$ cat src/rtl/mc_ctrl_pkg.sv
// mc_ctrl_pkg: shared state codes, RV32I opcodes, alu_op and mux-select codes
package mc_ctrl_pkg;
  typedef enum logic [2:0] {
    S_FETCH  = 3'd0,
    S_DECODE = 3'd1,
    S_EXEC   = 3'd2,
    S_MEM    = 3'd3,
    S_WB     = 3'd4,
    S_HALT   = 3'd5,
    S_FAULT  = 3'd6
  } state_t;
  localparam logic [6:0] OP_LUI    = 7'b0110111;
  localparam logic [6:0] OP_AUIPC  = 7'b0010111;
  localparam logic [6:0] OP_JAL    = 7'b1101111;
  localparam logic [6:0] OP_JALR   = 7'b1100111;
  localparam logic [6:0] OP_BRANCH = 7'b1100011;
  localparam logic [6:0] OP_LOAD   = 7'b0000011;
  localparam logic [6:0] OP_STORE  = 7'b0100011;
  localparam logic [6:0] OP_OPIMM  = 7'b0010011;
  localparam logic [6:0] OP_OP     = 7'b0110011;
  localparam logic [6:0] OP_FENCE  = 7'b0001111;
  localparam logic [6:0] OP_SYSTEM = 7'b1110011;
  localparam logic [1:0] ALU_ADD = 2'b00;
  localparam logic [1:0] ALU_SUB = 2'b01;
  localparam logic [1:0] ALU_R   = 2'b10;
  localparam logic [1:0] ALU_I   = 2'b11;
  localparam logic [1:0] PC_PLUS4 = 2'b00;
  localparam logic [1:0] PC_IMM   = 2'b01;
  localparam logic [1:0] PC_ALU   = 2'b10;
  localparam logic [1:0] A_RS1  = 2'b00;
  localparam logic [1:0] A_PC   = 2'b01;
  localparam logic [1:0] A_ZERO = 2'b10;
  localparam logic [1:0] B_RS2 = 2'b00;
  localparam logic [1:0] B_IMM = 2'b01;
  localparam logic [1:0] WB_ALU = 2'b00;
  localparam logic [1:0] WB_MEM = 2'b01;
  localparam logic [1:0] WB_PC4 = 2'b10;
  function automatic logic is_rv32i(input logic [6:0] op);
    return op inside {OP_LUI, OP_AUIPC, OP_JAL, OP_JALR, OP_BRANCH, OP_LOAD,
                      OP_STORE, OP_OPIMM, OP_OP, OP_FENCE, OP_SYSTEM};
  endfunction
endpackage

$ cat src/rtl/mc_ctrl_mem_wdog.sv
// mem_wdog: counts consecutive stalled memory cycles; ports clk, rst_n, req, ready -> expired
module mem_wdog #(
  parameter int MEM_TIMEOUT = 15
) (
  input  logic clk,
  input  logic rst_n,
  input  logic req,
  input  logic ready,
  output logic expired
);
  localparam int W = $clog2(MEM_TIMEOUT + 1);
  logic [W-1:0] cnt;
  logic clear;
  assign clear = !req || ready;
  // cnt holds the number of prior stalled cycles, so the MEM_TIMEOUT-th stall fires here
  assign expired = !clear && (cnt == W'(MEM_TIMEOUT - 1));
  always_ff @(posedge clk or negedge rst_n)
    if (!rst_n) cnt <= '0;
    else cnt <= clear ? '0 : cnt + 1'b1;
endmodule

$ cat src/rtl/mc_ctrl.sv
// mc_ctrl: multicycle RV32I control FSM; ports clk, rst_n, opcode, br_taken, mem_ready -> memory/datapath strobes, selects, status, state
module mc_ctrl
  import mc_ctrl_pkg::*;
#(
  parameter int MEM_TIMEOUT = 15
) (
  input  logic       clk,
  input  logic       rst_n,
  input  logic [6:0] opcode,
  input  logic       br_taken,
  input  logic       mem_ready,
  output logic       mem_req,
  output logic       mem_we,
  output logic       addr_sel,
  output logic       ir_we,
  output logic       pc_we,
  output logic       rf_we,
  output logic [1:0] pc_sel,
  output logic [1:0] alu_a_sel,
  output logic [1:0] alu_b_sel,
  output logic [1:0] alu_op,
  output logic [1:0] wb_sel,
  output logic       halted,
  output logic       fault,
  output logic [2:0] state
);
  state_t st, nx;
  logic expired;
  assign state    = st;
  assign mem_req  = (st == S_FETCH) || (st == S_MEM);
  assign addr_sel = st == S_MEM;
  assign halted   = st == S_HALT;
  assign fault    = st == S_FAULT;
  mem_wdog #(.MEM_TIMEOUT(MEM_TIMEOUT)) u_wdog (
    .clk(clk), .rst_n(rst_n), .req(mem_req), .ready(mem_ready), .expired(expired)
  );
  always_ff @(posedge clk or negedge rst_n)
    if (!rst_n) st <= S_FETCH;
    else st <= nx;
  always_comb begin
    nx = st;
    mem_we = 1'b0;
    ir_we = 1'b0;
    pc_we = 1'b0;
    rf_we = 1'b0;
    pc_sel = PC_PLUS4;
    alu_a_sel = A_RS1;
    alu_b_sel = B_RS2;
    alu_op = ALU_ADD;
    wb_sel = WB_ALU;
    case (st)
      S_FETCH: begin
        ir_we = mem_ready;
        nx = mem_ready ? S_DECODE : expired ? S_FAULT : S_FETCH;
      end
      S_DECODE:
        nx = opcode == OP_SYSTEM ? S_HALT : opcode == OP_FENCE ? S_WB :
             !is_rv32i(opcode) ? S_FAULT : S_EXEC;
      S_EXEC: begin
        case (opcode)
          OP_OP: alu_op = ALU_R;
          OP_OPIMM: begin alu_b_sel = B_IMM; alu_op = ALU_I; end
          OP_LUI: begin alu_a_sel = A_ZERO; alu_b_sel = B_IMM; end
          OP_AUIPC: begin alu_a_sel = A_PC; alu_b_sel = B_IMM; end
          OP_LOAD, OP_STORE, OP_JALR: alu_b_sel = B_IMM;
          OP_BRANCH: begin
            alu_op = ALU_SUB;
            pc_we = 1'b1;
            pc_sel = br_taken ? PC_IMM : PC_PLUS4;
          end
          default: ;
        endcase
        nx = (opcode == OP_LOAD || opcode == OP_STORE) ? S_MEM :
             opcode == OP_BRANCH ? S_FETCH : S_WB;
      end
      S_MEM: begin
        mem_we = opcode == OP_STORE;
        pc_we = (opcode == OP_STORE) && mem_ready;
        nx = mem_ready ? (opcode == OP_STORE ? S_FETCH : S_WB) : expired ? S_FAULT : S_MEM;
      end
      S_WB: begin
        pc_we = 1'b1;
        nx = S_FETCH;
        case (opcode)
          OP_OP, OP_OPIMM, OP_LUI, OP_AUIPC: rf_we = 1'b1;
          OP_LOAD: begin rf_we = 1'b1; wb_sel = WB_MEM; end
          OP_JAL: begin rf_we = 1'b1; wb_sel = WB_PC4; pc_sel = PC_IMM; end
          OP_JALR: begin rf_we = 1'b1; wb_sel = WB_PC4; pc_sel = PC_ALU; alu_b_sel = B_IMM; end
          default: ;
        endcase
      end
      default: ;
    endcase
  end
endmodule
$ cat config.mk
export PLATFORM = sky130hd
export DESIGN_NAME = mc_ctrl
export DESIGN_NICKNAME = d
export VERILOG_FILES = /design/src/rtl/mc_ctrl_pkg.sv /design/src/rtl/mc_ctrl_mem_wdog.sv /design/src/rtl/mc_ctrl.sv
export SDC_FILE = /design/constraint.sdc
export NUM_CORES = 1
export LEC_CHECK = 0
export ABC_CLOCK_PERIOD_IN_PS = 1800
export BUFFER_PORTS_ARGS = -buffer_cell sky130_fd_sc_hd__buf_2
export CAP_MARGIN = 10
export CELL_PAD_IN_SITES_DETAIL_PLACEMENT = 1
export CELL_PAD_IN_SITES_GLOBAL_PLACEMENT = 1
export CORE_ASPECT_RATIO = 0.8
export CORE_MARGIN = 8
export CORE_UTILIZATION = 32
export CTS_CLUSTER_SIZE = 14
export DETAILED_ROUTE_END_ITERATION = 10
export PLACE_DENSITY_LB_ADDON = 0.15
export SYNTH_ARGS = -nofsm -noshare
export SYNTH_HDL_FRONTEND = slang
export SYNTH_SLANG_ARGS = --single-unit
export TNS_END_PERCENT = 1
$ cat constraint.sdc
create_clock -name clk -period 1.8 [get_ports clk]
set_input_delay 0.18 -clock clk [delete_from_list [all_inputs] [get_ports clk]]
set_output_delay 0.18 -clock clk [all_outputs]
set_load 0.01 [all_outputs]
==> run metrics <==
outcome=finished, final reports clean; residual DRC count=0; half-perimeter wire length after placement=between 2000 and 2500 um; placed inst area=just over 900 um^2; number of max-capacitance violations reported=0; P_leak=~0.48 nW; share of the synthesized area in the top cell type=0.2333; Via Count=around 850; Total Nets Final=148; Setup TNS=0 ns; number of pins exceeding their max-slew limit in the final report=0; cell breakdown of the critical path=nor2_4 -> nand2_2 -> or3_4 -> inv_2 -> a22o_1 -> buf_2; WL per Instance=between 15 and 20 um; TritonCTS clock tree=yes; proportion of register bits with asynchronous set or reset after synthesis=1.000; post-synthesis instance total=96; most frequent cells after synthesis=sky130_fd_sc_hd__nor2_1 (15), sky130_fd_sc_hd__dfrtp_1 (7), sky130_fd_sc_hd__nand3_1 (6); number of port buffers=30; footprint of the multi-input gates=about 550 um^2; CTS buffer count=3; post-synthesis to final-layout area growth=37.67%; Clock H-tree levels=1; final hold violation count=0; P per Cell Area=1101 mW/mm^2; die area=approximately 0.0042 mm^2; number of global-route vias before repair=slightly below 900; buffers from clock root to sink, at most=2; fraction of the cycle the final worst path needs=0.9882; slowest cell on the critical path=sky130_fd_sc_hd__dfrtp_2; Crit path arrival time=about 1.6 ns; upper clock frequency limit=between 500 and 600 MHz; wire length of the first global-routing pass=between 4000 and 5000 um; Max stage delay on crit path=between 0.4 and 0.5 ns; DRC violation total after the first TritonRoute iteration=between 50 and 60; number of sinks handled by clock tree synthesis=7; Die Y=a little under 60 um; DIE WIDTH=about 70 um; placeable core region=around 0.0022 mm^2; Final Util=0.4707; pin count of the biggest net entering global routing=12; number of fill cells=approximately 290; crit path time final=1.779 ns; initial core utilization=0.3419; most frequently used flop master after synthesis=sky130_fd_sc_hd__dfrtp_1; largest fanout on the critical path=3; Hold/Removal Path Class=primary input to async pin; ratio of cells with drive above 1 in the final layout=0.4254; area of all placed cells without fillers=between 0.001 and 0.0015 mm^2; startpoint type of the worst setup path=register; most frequent cell after synthesis=sky130_fd_sc_hd__nor2_1; Top Ports=32; first-pass iteration count of the detailed router=4; WP data required=around 1.6 ns; proportion of synthesized chip area in sequential cells=0.2333; Clk Tree Root Cell=sky130_fd_sc_hd__clkbuf_4; critical path type=register to output pin; critical path capture point type=output pin; GP Congestion=0.8012; unrepaired setup endpoints after global routing=true; worst ir drop on vdd=0.5473 mV; GRT Total Usage=0.1233; setup clock skew after layout=roughly 0.0069 ns; Via density=~5.3; clock edge transition at the registers on the reported setup and hold paths=0.06 ns; Seq. cell area=between 150 and 200 um^2; setup violators final=0; Total Power=~0.0011 W; number of enable flip-flop cells after synthesis=0; initial antenna violation count=0; Inserted Diodes=0; post-layout worst setup margin=between 0.02 and 0.025 ns; Yosys warnings=0; detailed-route wire length=2615 um; number of flip-flops and latches in the synthesized netlist=7; placement row count=15; largest area contributor in the netlist=sky130_fd_sc_hd__dfrtp_1; syn avg cell area=between 7 and 8 um^2; antenna-violating nets left=0; top cells by area in the synthesized netlist=sky130_fd_sc_hd__dfrtp_1 (23%), sky130_fd_sc_hd__nor2_1 (7.5%), sky130_fd_sc_hd__nand3_1 (4.0%); post-placement setup slack=~0.16 ns; number of distinct library cell variants in the gate-level netlist after synthesis=between 40 and 50; aggregate global routing overflow=0; clock network latency to the later pin of the worst-skew pair=roughly 0.25 ns; Syn Std Cell Area=between 700 and 800 um^2; nets in the synthesized netlist=between 100 and 150
-- placed cells by master (no fill, tap or decap), types with 4 or more instances in the layout --
cell / Yosys / final
sky130_fd_sc_hd__a21oi_1: 4 / 4
sky130_fd_sc_hd__buf_2: 3 / 30
sky130_fd_sc_hd__buf_4: 1 / 8
sky130_fd_sc_hd__dfrtp_1: 7 / 4
sky130_fd_sc_hd__nand2b_1: 4 / 4
sky130_fd_sc_hd__nand3_1: 6 / 6
sky130_fd_sc_hd__nor2_1: 15 / 14
sky130_fd_sc_hd__nor3_1: 4 / 4
-- layout make-up --
type,count,area share
timing repair buffer,40,0.2240
clock buffer,4,0.02542
inverter,3,0.01090
tap,25,0.03027
multi-input combinational,80,0.5363
sequential,7,0.1731
-- critical path, delay by kind of cell, from the launching register on --
kind,cells,cell delay (ns)
AO/OA/AOI/OAI,1,0.13
flip-flops,1,0.43
buffers and inverters,2,0.19
AND/OR/NAND/NOR,3,0.61
-- kinds of logic (layout without fill, tap and decap cells) --
logic type      Yosys count  count (layout)  share of synthesized area
compound gates           17              17                     0.1750
xor+xnor                  2               2                    0.02334
fa+ha+maj                 2               2                    0.03333
buf+inv                   9              47                    0.05665
flops                     7               7                     0.2333
other cells               1               1                   0.004995
simple gates             58              58                     0.4733
-- state kept, by name, summed over array words and instances (netlist names) --
name        count
state           3
u_wdog.cnt      4
-- where the power goes --
| group | switching (W) | leakage [nW] | internal [W] |
|---|---|---|---|
| combinational | 0.000366 | 0.375 | 0.000351 |
| sequential | 0.0000673 | 0.0880 | 0.000208 |
| clock | 0.0000598 | 0.0150 | 0.0000847 |
| total | 0.000493 | 0.478 | 0.000644 |
-- stage by stage --
stage	hold WS, ns	instances
3_5_place_dp	0.02023	149
4_1_cts	0.3036	159
3_3_place_gp	0.01740	149
5_1_grt	0.3174	159
6_report	0.3004	159
2_1_floorplan	-0.1156	96
-- worst paths after layout --
| check | start | to | slack (ns) | depth (start not counted) |
|---|---|---|---|---|
| min in group clk | mem_ready | u_wdog.cnt[1] | 0.33 | 3 |
| max | state[1] | pc_sel[0] | 0.02 | 6 |
| max reg2reg | state[1] | state[2] | 0.18 | 6 |
| max in group asynchronous | rst_n | state[2] | 1.33 | 2 |
| min reg2reg | u_wdog.cnt[0] | u_wdog.cnt[0] | 0.49 | 1 |
| min | rst_n | u_wdog.cnt[1] | 0.30 | 2 |
-- routing by layer --
metal | vias to the layer above | routed length (um) | track usage
li1 | 424 | - | -
met1 | 400 | 1228 | 0.1583
met2 | 22 | 1222 | 0.2016
met3 | 2 | 144 | 0.02848
met4 | 0 | 19 | 0.03429
met5 | - | 0 | 0
-- repair_timing --
item / 4_1_cts / 5_1_grt
setup buffers: 5 / 0
endpoints found under the setup margin: 5 / 2
pin swaps: 2 / 0
endpoints found under the hold margin: 7 / 0
gates resized for setup: 7 / 3
hold buffers: 1 / 0
Note: power is estimated with default switching activity, not from simulation.
